[config.mk]
export PLATFORM = sky130hd
export DESIGN_NAME = mux_skid_reg
export DESIGN_NICKNAME = d
export VERILOG_FILES = /design/src/rtl/pipe_pkg.sv /design/src/rtl/data_reg.sv /design/src/rtl/mux_skid_reg.sv
export SDC_FILE = /design/constraint.sdc
export NUM_CORES = 1
export LEC_CHECK = 0
export CORE_UTILIZATION = 51
export CTS_CLUSTER_DIAMETER = 150
export DETAILED_ROUTE_END_ITERATION = 10
export GPL_ROUTABILITY_DRIVEN = 0
export GPL_TIMING_DRIVEN = 0
export PLACE_DENSITY = 0.8
export SYNTH_ARGS = -nofsm -noshare
export SYNTH_HDL_FRONTEND = slang
export SYNTH_HIERARCHICAL = 1
export SYNTH_SLANG_ARGS = --single-unit
[constraint.sdc]
create_clock -name clk -period 2.38 [get_ports clk]
set_clock_uncertainty 0.2 [all_clocks]
set_input_delay 0.476 -clock clk [delete_from_list [all_inputs] [get_ports clk]]
set_output_delay 0.476 -clock clk [all_outputs]
set_load 0.005 [all_outputs]
[src/rtl/pipe_pkg.sv]
// Shared definitions for the 32-bit datapath pipeline stages.
//   DATA_W  : datapath width shared by the mux and the stages that follow it
//   state_t : occupancy states of a two-entry skid stage
package pipe_pkg;

  localparam int unsigned DATA_W = 32;

  // Encoding 2'd3 is illegal and recovers to ST_EMPTY.
  typedef enum logic [1:0] {
    ST_EMPTY = 2'd0,
    ST_ONE   = 2'd1,
    ST_TWO   = 2'd2
  } state_t;

endpackage : pipe_pkg

[src/rtl/data_reg.sv]
// WIDTH-bit load-enable register with synchronous active-low reset to zero.
// Ports:
//   clk   : clock
//   rst_n : synchronous active-low reset
//   i_en  : load enable
//   i_d   : data in
//   o_q   : registered data out
module data_reg #(
  parameter int unsigned WIDTH = 32
) (
  input  logic             clk,
  input  logic             rst_n,
  input  logic             i_en,
  input  logic [WIDTH-1:0] i_d,
  output logic [WIDTH-1:0] o_q
);

  logic [WIDTH-1:0] r_q;

  always_ff @(posedge clk) begin
    if (!rst_n) begin
      r_q <= '0;
    end else if (i_en) begin
      r_q <= i_d;
    end
  end

  assign o_q = r_q;

endmodule : data_reg

[src/rtl/mux_skid_reg.sv]
// Two-entry skid-buffer pipeline stage downstream of the 32-bit 2:1 datapath mux.
// Full throughput with a registered in_ready; synchronous flush drops held data.
// Optional transfer counter enabled by the MUX_SKID_CNT_EN macro.
// Ports:
//   clk, rst_n          : clock, synchronous active-low reset
//   in_data/in_valid    : producer side (mux output)
//   in_ready            : stage can accept (registered)
//   out_data/out_valid  : consumer side (registered)
//   out_ready           : consumer accepts
//   flush               : synchronous clear of held data
//   xfer_cnt            : count of out_fire events (MUX_SKID_CNT_EN only)
module mux_skid_reg
  import pipe_pkg::*;
#(
  parameter int unsigned WIDTH = DATA_W
`ifdef MUX_SKID_CNT_EN
  , parameter int unsigned CNT_W = 16
`endif
) (
  input  logic             clk,
  input  logic             rst_n,
  input  logic [WIDTH-1:0] in_data,
  input  logic             in_valid,
  output logic             in_ready,
  output logic [WIDTH-1:0] out_data,
  output logic             out_valid,
  input  logic             out_ready,
  input  logic             flush
`ifdef MUX_SKID_CNT_EN
  , output logic [CNT_W-1:0] xfer_cnt
`endif
);

  state_t           r_state;
  state_t           w_state_nxt;
  logic             r_out_valid;
  logic             r_in_ready;
  logic             w_in_fire;
  logic             w_out_fire;
  logic             w_main_en;
  logic             w_skid_en;
  logic             w_main_from_skid;
  logic [WIDTH-1:0] w_main_d;
  logic [WIDTH-1:0] w_main_q;
  logic [WIDTH-1:0] w_skid_q;

  assign w_in_fire  = in_valid & r_in_ready;
  assign w_out_fire = r_out_valid & out_ready;

  // Next-state and register-enable decode; flush overrides all transfers.
  always_comb begin
    w_state_nxt      = r_state;
    w_main_en        = 1'b0;
    w_skid_en        = 1'b0;
    w_main_from_skid = 1'b0;
    if (flush) begin
      w_state_nxt = ST_EMPTY;
    end else begin
      case (r_state)
        ST_EMPTY: begin
          if (w_in_fire) begin
            w_main_en   = 1'b1;
            w_state_nxt = ST_ONE;
          end
        end
        ST_ONE: begin
          if (w_in_fire && w_out_fire) begin
            w_main_en = 1'b1;
          end else if (w_in_fire) begin
            w_skid_en   = 1'b1;
            w_state_nxt = ST_TWO;
          end else if (w_out_fire) begin
            w_state_nxt = ST_EMPTY;
          end
        end
        ST_TWO: begin
          if (w_out_fire) begin
            w_main_en        = 1'b1;
            w_main_from_skid = 1'b1;
            w_state_nxt      = ST_ONE;
          end
        end
        default: begin
          w_state_nxt = ST_EMPTY;
        end
      endcase
    end
  end

  assign w_main_d = w_main_from_skid ? w_skid_q : in_data;

  // Handshake flags are registered from the next state so they track r_state exactly.
  always_ff @(posedge clk) begin
    if (!rst_n) begin
      r_state     <= ST_EMPTY;
      r_out_valid <= 1'b0;
      r_in_ready  <= 1'b1;
    end else begin
      r_state     <= w_state_nxt;
      r_out_valid <= (w_state_nxt != ST_EMPTY);
      r_in_ready  <= (w_state_nxt != ST_TWO);
    end
  end

  data_reg #(.WIDTH(WIDTH)) u_main (
    .clk   (clk),
    .rst_n (rst_n),
    .i_en  (w_main_en),
    .i_d   (w_main_d),
    .o_q   (w_main_q)
  );

  data_reg #(.WIDTH(WIDTH)) u_skid (
    .clk   (clk),
    .rst_n (rst_n),
    .i_en  (w_skid_en),
    .i_d   (in_data),
    .o_q   (w_skid_q)
  );

  assign out_data  = w_main_q;
  assign out_valid = r_out_valid;
  assign in_ready  = r_in_ready;

`ifdef MUX_SKID_CNT_EN
  logic [CNT_W-1:0] r_xfer_cnt;

  // Counts accepted output words; cleared by reset only, wraps naturally.
  always_ff @(posedge clk) begin
    if (!rst_n) begin
      r_xfer_cnt <= '0;
    end else if (w_out_fire) begin
      r_xfer_cnt <= r_xfer_cnt + CNT_W'(1);
    end
  end

  assign xfer_cnt = r_xfer_cnt;
`endif

endmodule : mux_skid_reg

==> reports/qor.yml <==
outcome:
  outcome: "completed"
yosys:
  synth_seq_cells: 68
  synth_fa_ha_area_share_pct: 0
  muxShareOfSynthArea_pct: 34.31
  synth_xor_area_share_pct: 0
  netlist.area_leader.share_pct: 41.94
  netlist_top_cells_count: "dfxtp_1, nor2b_1, mux2i_1"
  synth-simple-area-share_pct: 15.88
  synth_fp_nets: 302
  syn-cell-area_um2: 3246
  ys.warnings.count: 6
  netlist.top_cell.by_area: "dfxtp_1"
  syn_area_per_cell_um2: 12.25
  synth_edf_count: 0
  async_flop_share_pct: 0
  yosysMostFrequentCell: "dfxtp_1"
  netlist_instances: 265
  synth_top_family_by_area: "multiplexers"
  ys.flop_type: "dfxtp_1"
  synthTopCellsByArea: "dfxtp_1, mux2i_1, mux2_4, nor2b_1, buf_12"
  synth_compound_area_share_pct: 1.388
  synth.distinct_cells: 24
  synth-seq-area-share_pct: 41.94
timing:
  min_period_ps: 2137
  max_freq_mhz: 468.0
  max_slew_margin_pct: 72.47
  slew_viol_final: 0
  whs_ps: 315.6
  rsz0062_at_grt: "false"
  worst_pin_slew_ps: 413.0
  timing.final.crit_share_pct: 89.78
  finalHoldViolations: 0
  setup_viol: 0
clock_network:
  cts.htree.levels: 3
  clk_pin_slew_worst_paths_ps: 70
  post-cts-setup-buffers: 0
  cts_buffer_depth: 2
  cts_tree: "built"
  cts-root-buf: "clkbuf_8"
  clock_sinks: 68
  post_cts_resized: 0
  cts_buffers: 9
  ctsHoldBuffers: 0
  insertion_delay_ps: 330
finish:
  n_fill_cell: 469
  antenna_cells: 0
  fin_nets: 383
  fin_cells: 426
  area_growth_pct: 29.72
  layout-drive-gt1-share_pct: 17.38
routing:
  wl_um: 5864
  first_pass_iters: 4
  via_per_inst: 4.958
  routedWlPerCell_um: 13.77
  detail-route-antenna-nets: 0
  route.vias.total: 2112
  drt_iter0_markers: 56
  drc: 0
floorplan:
  die_y_um: 81.78
  die_area_um2: 6687
  core.rowCount: 28
  die_x_um: 81.78
  num_io_pins: 71
  start_util_pct: 53.86
  core_area_um2: 6026
setup_path:
  critPathMaxStageDelay_ps: 470
  startpoint: "out_ready"
  path_max_fanout: 10
  worst_ep_required_time_ps: 2400
  reg2regPathDepth: 6
  worstPathArrival_ps: 2160
  path_cells: "clkdlybuf4s50_1 -> a21bo_2 -> nor4_1 -> buf_6 -> buf_12 -> mux2i_1 -> nor2b_1"
  crit_path_start_kind: "input pin"
  critPathKind: "input pin to register"
  crit_slowest_cell: "clkdlybuf4s50_1"
  end_kind: "register"
  r2r-start: "r_state[0]"
power_and_ir_drop:
  p_switching_mw: 0.5529
  intPower_mw: 1.795
  p_sw_share_pct: 23.55
  ir_drop_mv: 0.3386
  leakagePower_nw: 1.512
  clkPwrFrac_pct: 35.3
  pwr-share-seq_pct: 50.9
  power_frac_comb_pct: 13.8
  power.density_nw_per_um2: 557.7
placement:
  dp_cells: 410
  io_buffer_count: 70
  dpl.hpwl_um: 4030
grt:
  grt.total_usage_pct: 18.74
  grt_pass1_vias: 2022
  grt_max_degree: 12
  overflow: 0
  antenna_found_initial: 0
  grt_pass1_wl_um: 9328
min_path:
  min_from: "u_skid/o_q[31]"
  min_path_type: "register to register"
  hold_depth: 2
flow_run:
  drv_cap: 0
-- kinds of logic after synthesis --
family,after synthesis
flip-flops,68
buffers and inverters,17
AO/OA/AOI/OAI,7
multiplexers,96
AND/OR/NAND/NOR,77
-- stage by stage --
| step | worst slack, ps | TNS [ps] | total power, mW | area, um2 | util, % |
|---|---|---|---|---|---|
| 3_5_place_dp | -64.11 | -833.8 | 1.548 | 4040 | 67.05 |
| 6_report | 243.3 | 0 | 2.348 | 4210 | 69.87 |
| 4_1_cts | 245.8 | 0 | 2.373 | 4210 | 69.87 |
| 3_3_place_gp | -8.198 | -78.86 | 1.542 | 4040 | 67.05 |
| 5_1_grt | 231.9 | 0 | 2.450 | 4210 | 69.87 |
| 2_1_floorplan | 637.3 | 0 | 1.392 | 3246 | - |
-- final cells by class --
type	count	area (um2)	share of cell area [%]
tap	75	93.84	2.229
multi-input combinational	180	1674	39.76
clock buffer	12	145.1	3.447
clock inverter	4	25.02	0.5944
timing repair buffer	70	700.7	16.64
sequential	68	1361	32.33
buffer	17	210.2	4.993
-- flip-flops by register name, indices dropped and copies added, names as in the netlist --
signal	count
u_skid/o_q	32
out_valid	1
in_ready	1
r_state	2
u_main/o_q	32
-- layer usage --
metal  vias to the layer above  routed length (um)  share of wire, %  global-route usage (%)
met4                         0                  95               1.6                   8.947
met2                        50                2778                47                   30.99
li1                       1068                   -                 -                       -
met3                         9                 308               5.3                   5.556
met1                       985                2681                46                   22.07
met5                         -                   0                 0                       0
-- cells in the final DEF (no fill, tap or decap), types with 2 or more instances in the layout --
| master | n |
|---|---|
| clkbuf_1 | 8 |
| dfxtp_1 | 68 |
| clkinv_2 | 2 |
| clkdlybuf4s50_1 | 70 |
| nand2_1 | 2 |
| buf_12 | 6 |
| mux2i_1 | 64 |
| clkinvlp_4 | 2 |
| a21oi_1 | 3 |
| buf_6 | 2 |
| or3_1 | 2 |
| buf_8 | 3 |
| clkbuf_8 | 10 |
| mux2_4 | 30 |
| mux2_2 | 2 |
| nor2b_1 | 65 |
-- worst paths after layout --
kind                         end  slack [ps]
setup / recovery   u_skid/o_q[5]         240
hold / removal    u_skid/o_q[31]         320
setup reg to reg   u_skid/o_q[5]         420
hold reg to reg   u_skid/o_q[31]         320
-- power by group through the flow --
stage	sequential, mW	clock, mW	combinational (mW)
floorplan	1.22	0	0.170
global placement	1.22	0	0.321
detailed placement	1.22	0	0.326
CTS	1.20	0.849	0.327
global route	1.20	0.900	0.350
finish	1.20	0.828	0.324
-- critical path, delay by kind of cell --
family          cells  cell delay, ps
mux                 1             230
simple gates        2             370
buf+inv             3             830
compound gates      1             240
No activity file was read; power rests on OpenSTA's default activity.
